### config.mk
export PLATFORM = sky130hd
export DESIGN_NAME = sensor_frame_reader
export DESIGN_NICKNAME = d
export VERILOG_FILES = /design/src/rtl/sensor_frame_reader.sv
export SDC_FILE = /design/constraint.sdc
export NUM_CORES = 1
export LEC_CHECK = 0
export ABC_AREA = 1
export ABC_CLOCK_PERIOD_IN_PS = 1900
export CORE_MARGIN = 5
export CORE_UTILIZATION = 45
export DETAILED_ROUTE_END_ITERATION = 8
export DONT_BUFFER_PORTS = 1
export PLACE_DENSITY_LB_ADDON = 0.12
export SETUP_SLACK_MARGIN = 0.05
export SLEW_MARGIN = 20
export SYNTH_ARGS = -nofsm -noshare
export SYNTH_HDL_FRONTEND = slang
export SYNTH_SLANG_ARGS = --single-unit
export TNS_END_PERCENT = 50
### constraint.sdc
create_clock -name fpga_clk -period 1.9 [get_ports fpga_clk]
set_input_delay 0.38 -clock fpga_clk [delete_from_list [all_inputs] [get_ports fpga_clk]]
set_output_delay 0.38 -clock fpga_clk [all_outputs]
set_load 0.02 [all_outputs]
### src/rtl/sensor_frame_reader.sv
// sensor_frame_reader: readout sequencer for a linear optical sensor and its NUM_CH serial ADCs.
// Ports: fpga_clk/reset (async, active-low); start pulse and continuous mode in; serial_data ADC lines in;
// SI, sensor_clk, adc_sclk, chip_select drive the sensor and ADCs; data_out/pixel_idx qualified by
// the data_valid strobe; frame_done strobes at frame end; busy is high outside IDLE.
// Optional: define FRAME_SUM_EN to add frame_sum, the per-channel sum of every word in the frame.
module sensor_frame_reader #(
  parameter int NUM_CH     = 2,
  parameter int ADC_BITS   = 12,
  parameter int CONV_CYC   = 16,
  parameter int SCLK_HALF  = 2,
  parameter int QUIET_CYC  = 8,
  parameter int NUM_PIXELS = 128
) (
  input  logic                            fpga_clk,
  input  logic                            reset,
  input  logic                            start,
  input  logic                            continuous,
  input  logic [NUM_CH-1:0]               serial_data,
  output logic                            SI,
  output logic                            sensor_clk,
  output logic                            adc_sclk,
  output logic                            chip_select,
  output logic [NUM_CH*ADC_BITS-1:0]      data_out,
  output logic                            data_valid,
  output logic [$clog2(NUM_PIXELS)-1:0]   pixel_idx,
  output logic                            frame_done,
  output logic                            busy
`ifdef FRAME_SUM_EN
  ,
  output logic [NUM_CH*(ADC_BITS+$clog2(NUM_PIXELS))-1:0] frame_sum
`endif
);
  localparam int PW = $clog2(NUM_PIXELS);
  localparam int CONV_LEN = CONV_CYC * 2 * SCLK_HALF;
  localparam int CW = $clog2(CONV_LEN > QUIET_CYC ? CONV_LEN : QUIET_CYC);
  localparam int HW = $clog2(SCLK_HALF + 1);
  localparam int DW = NUM_CH * ADC_BITS;
  typedef enum logic [2:0] {IDLE, SI_PULSE, CONVERT, QUIET, FRAME_END} state_t;
  state_t state_q, state_d;
  logic [CW-1:0] cyc_q, cyc_d;
  logic [HW-1:0] hcnt_q, hcnt_d;
  logic [PW-1:0] pix_q, pix_d, pidx_q, pidx_d;
  logic [DW-1:0] sr_q, sr_d, data_q, data_d;
  logic si_q, si_d, sensor_clk_q, sensor_clk_d, sclk_q, sclk_d, cs_q, cs_d;
  logic valid_q, valid_d, done_q, done_d, busy_q, busy_d;
  logic conv_exit, rise, si_entry, half_end;
  always_comb begin
    state_d = state_q;
    case (state_q)
      IDLE:      state_d = start ? SI_PULSE : IDLE;
      SI_PULSE:  state_d = (cyc_q == CW'(QUIET_CYC - 1)) ? CONVERT : SI_PULSE;
      CONVERT:   state_d = (cyc_q == CW'(CONV_LEN - 1)) ? QUIET : CONVERT;
      QUIET:     state_d = (cyc_q != CW'(QUIET_CYC - 1)) ? QUIET :
                           (pix_q < PW'(NUM_PIXELS - 1)) ? CONVERT : FRAME_END;
      FRAME_END: state_d = continuous ? SI_PULSE : IDLE;
      default:   state_d = IDLE;
    endcase
    half_end = hcnt_q == HW'(SCLK_HALF - 1);
    conv_exit = state_q == CONVERT && state_d == QUIET;
    si_entry = state_d == SI_PULSE && state_q != SI_PULSE;
    // serial data is captured on the edge that raises adc_sclk
    rise = state_q == CONVERT && state_d == CONVERT && !sclk_q && half_end;
    cyc_d = (state_d != state_q || state_q == IDLE) ? '0 : cyc_q + 1'b1;
    hcnt_d = (state_d != CONVERT || state_q != CONVERT || half_end) ? '0 : hcnt_q + 1'b1;
    sclk_d = state_d != CONVERT ? 1'b1 : state_q != CONVERT ? 1'b0 : half_end ? ~sclk_q : sclk_q;
    sr_d = sr_q;
    for (int k = 0; k < NUM_CH; k++)
      sr_d[k*ADC_BITS +: ADC_BITS] = rise ? {sr_q[k*ADC_BITS +: ADC_BITS-1], serial_data[k]}
                                          : sr_q[k*ADC_BITS +: ADC_BITS];
    pix_d = si_entry ? '0 : (state_q == QUIET && state_d == CONVERT) ? pix_q + 1'b1 : pix_q;
    data_d = conv_exit ? sr_q : data_q;
    pidx_d = conv_exit ? pix_q : pidx_q;
    valid_d = conv_exit;
    si_d = state_d == SI_PULSE;
    sensor_clk_d = state_d == SI_PULSE || state_d == QUIET;
    cs_d = state_d != CONVERT;
    done_d = state_d == FRAME_END;
    busy_d = state_d != IDLE;
  end
  always_ff @(posedge fpga_clk or negedge reset) begin
    if (!reset) begin
      state_q <= IDLE;
      cyc_q <= '0;
      hcnt_q <= '0;
      pix_q <= '0;
      pidx_q <= '0;
      sr_q <= '0;
      data_q <= '0;
      si_q <= 1'b0;
      sensor_clk_q <= 1'b0;
      sclk_q <= 1'b1;
      cs_q <= 1'b1;
      valid_q <= 1'b0;
      done_q <= 1'b0;
      busy_q <= 1'b0;
    end else begin
      state_q <= state_d;
      cyc_q <= cyc_d;
      hcnt_q <= hcnt_d;
      pix_q <= pix_d;
      pidx_q <= pidx_d;
      sr_q <= sr_d;
      data_q <= data_d;
      si_q <= si_d;
      sensor_clk_q <= sensor_clk_d;
      sclk_q <= sclk_d;
      cs_q <= cs_d;
      valid_q <= valid_d;
      done_q <= done_d;
      busy_q <= busy_d;
    end
  end
  assign SI = si_q;
  assign sensor_clk = sensor_clk_q;
  assign adc_sclk = sclk_q;
  assign chip_select = cs_q;
  assign data_out = data_q;
  assign data_valid = valid_q;
  assign pixel_idx = pidx_q;
  assign frame_done = done_q;
  assign busy = busy_q;
`ifdef FRAME_SUM_EN
  localparam int SW = ADC_BITS + PW;
  logic [NUM_CH*SW-1:0] acc_q, acc_d, fsum_q, fsum_d;
  always_comb begin
    acc_d = acc_q;
    for (int k = 0; k < NUM_CH; k++)
      acc_d[k*SW +: SW] = si_entry ? '0 :
                          valid_q ? acc_q[k*SW +: SW] + SW'(data_q[k*ADC_BITS +: ADC_BITS]) :
                          acc_q[k*SW +: SW];
    // the last word lands in the accumulator during QUIET, ahead of FRAME_END
    fsum_d = state_d == FRAME_END ? acc_q : fsum_q;
  end
  always_ff @(posedge fpga_clk or negedge reset) begin
    if (!reset) begin
      acc_q <= '0;
      fsum_q <= '0;
    end else begin
      acc_q <= acc_d;
      fsum_q <= fsum_d;
    end
  end
  assign frame_sum = fsum_q;
`endif
endmodule

==> impl_metrics.ini <==
[route]
drt_wl_total_um = 7250
remaining_drc_errors = 0
ant_nets = 0
via_count = 2527
avgRoutedWirePerCell_um = 14.6
vias_per_cell = 5.08
drt_pre_antenna_iters = 4
dr.first_iter.drc_count = 138

[synthesis]
yosysWarnings = 0
synth-edff-count = 0
synth_area_mm2 = 0.00348
most_frequent_cells_after_synthesis = 163 x nand2_1, 78 x dfrtp_1, 31 x nand4_1
synth.top_cell.area_share_pct = 56.1
register_area_share_after_synthesis_pct = 57.6
synth_largest_area_cell = dfrtp_1
async_flop_share_pct = 100
syn_inst = 384
post_synth_main_area_contributors = dfrtp_1 56%, nand2_1 18%, nand4_1 5.6%
postSynthRegisterBits = 80
synthesis.nets = 393
post_synth.cell_area_avg_um2 = 9.07
post_synth_num_cell_types = 28
most_repeated_cell_in_the_gate_level_netlist_after_synthesis = nand2_1
synth_top_flop_cell = dfrtp_1

[setup_path]
crit_path_cell_chain = ha_2 > nand2_1 > nor2_1 > nand2_2 > inv_2 > nand2_2 > nand2_2 > nand2_4 > buf_4 > nand4_1 > nand2_1
crit_required_ns = 2.15
worstPathArrival_ns = 1.94
timing.critical_path.from_type = register
cell_with_the_biggest_individual_delay_on_the_critical_path = dfrtp_1
cpPeakStageDelay_ns = 0.39
worst-r2r-cell-count = 11
cpMostUsedCell = nand2_2
crit_fanout = 9
critical_path.top_delay_family = simple AND/OR/NAND/NOR gates
crit_buf_inv = 2
path_length_in_cells_of_the_critical_path = 11
cp-end-kind = register
timing.reg2reg.setup_slack_ns = 0.20
critPathKind = reg2reg

[die]
design.core.area_mm2 = 0.00765
initial_core_util_pct = 45.5
dieWidth_um = 98.0
placement_rows = 32
fp.dieArea_mm2 = 0.00960
io-pin-count = 44
die_height_um = 98.0

[sta]
skew_ns = 0.0113
hold-worst-slack_ns = -0.281
worst-slew-pin-transition_ns = 0.513
setup_ws_ns = 0.203
final-hold-violation-count = 80
rsz0062_at_grt = false
achievable-frequency_mhz = 589
final.min_clock_period_ns = 1.70
final.period_utilization_pct = 89.3
tns_ns = 0
report.final.setup_viol = 0
timing_max_transition_violations_final = 0
timing.max_slew.rel_slack_pct = 65.7

[clock_tree]
cts.clk_slew.worst_paths_ns = 0.09
clock_tree.root_cell = clkbuf_8
h_tree_level_count = 3
tritoncts = built
cts_made_buffers = 9
clk_latency_ns = 0.35
ctsLongestPathBuffers = 2
cts.repair_timing.setup_buffer_count = 0
clock-sinks = 80

[power]
p_sw_share_pct = 21.7
pwr-share-seq_pct = 54.6
leakage_nw = 2.07
p_int_w = 0.00250
p_comb_share_pct = 0.8
total_switching_power_w = 0.000694
power_per_cell_area_mw_per_mm2 = 829
p_clk_share_pct = 44.6
max-vdd-ir-drop_v = 0.000345

[cells_and_area]
layout.nets = 399
final_core_util_pct = 50.3
layout_cell_share_with_drive_strength_beyond_1_pct = 13.9
fill_cells = 750
area_growth_pct = 10.6
diodes = 0

[placement]
replace_congestion = 0.818
place_ws_ns = 0.139
numPortBuffers = 0
dpl.hpwl_um = 4590

[global_route]
global_route.overflow_total = 0
antenna_found_initial = 0
grt_start_max_net_pins = 81
grt_use_total_pct = 15.6
grt_pass1_vias = 2445
first_pass_grt_wire_length_um = 12300

[run_status]
violations = negative hold slack
run_status = finished, violations left

[hold_path]
hold_path_class = in2async

[flow_run]
maxCapViolCount = 0
## power by group through the flow
stage	clock network (W)	registers (W)	logic (W)
global placement	0	0.00178	0.0000250
finish	0.00142	0.00174	0.0000263
global route	0.00155	0.00175	0.0000307
CTS	0.00146	0.00174	0.0000267
detailed placement	0	0.00178	0.0000266
floorplan	0	0.00177	0.0000233
## path summary, 6_finish.rpt
kind,to,startpoint
setup / recovery,sr_q[22],cyc_q[0]
hold reg to reg,hcnt_q[0],hcnt_q[0]
setup reg to reg,sr_q[22],cyc_q[0]
hold / removal,data_out[16],reset
min in group fpga_clk,sr_q[12],serial_data[1]
max in group asynchronous,adc_sclk,reset
## layout make-up
| class | instances | area (um^2) | area share [%] |
|---|---|---|---|
| clock buffers | 9 | 124 | 3.22 |
| clock inverters | 7 | 103 | 2.66 |
| inverters | 23 | 87.6 | 2.27 |
| multi-input cells | 266 | 1320 | 34.2 |
| flip-flops and latches | 80 | 2000 | 52.1 |
| well taps | 102 | 128 | 3.31 |
| repair buffers | 10 | 86.3 | 2.24 |
## logic make-up (layout without fill, tap and decap cells)
family | after synthesis | count (layout) | share of synthesized area [%]
fa+ha+maj | 3 | 3 | 1.08
xor+xnor | 8 | 8 | 2.01
flops | 80 | 80 | 57.6
buf+inv | 40 | 49 | 5.57
compound gates | 5 | 5 | 0.719
simple gates | 248 | 250 | 33.1
## cells in the final DEF, fill, tap and decap left out, drive strengths merged, types with 7 or more instances in the layout
cell,instances
nor2,23
buf,10
nand4,32
inv,25
clkbuf,9
nand2,171
nand3,21
dfrtp,78
xor2,7
## flip-flops by register name, summed over array words and instances (netlist names)
register and cells:
SI 1, adc_sclk 1, busy 1, chip_select 1, cyc_q 6, data_out 24
data_valid 1, frame_done 1, hcnt_q 2, pix_q 7, pixel_idx 7, sensor_clk 1
sr_q 24, state_q 3
## per-layer routing
metal | share of wire (%) | wire length, um | vias to the layer above | global-route usage [%]
met5 | 0 | 0 | - | 0
met4 | 0.90 | 65 | 0 | 5.96
met3 | 6.7 | 487 | 6 | 4.93
met2 | 44 | 3170 | 64 | 22.3
met1 | 49 | 3520 | 1209 | 22.1
li1 | - | - | 1248 | -
## timing repair
action,CTS,global route
endpoints found under the setup margin,0,25
gates resized for setup,0,6
hold endpoints to repair,80,80
## metrics by stage
stage / std cells / total power, W / area [um^2]
after floorplan: 384 / 0.00179 / 3480
after global placement: 479 / 0.00180 / 3580
after detailed placement: 479 / 0.00180 / 3580
after CTS: 495 / 0.00323 / 3800
after global routing: 497 / 0.00332 / 3850
final: 497 / 0.00319 / 3850
(Power assumes the default switching activity.)
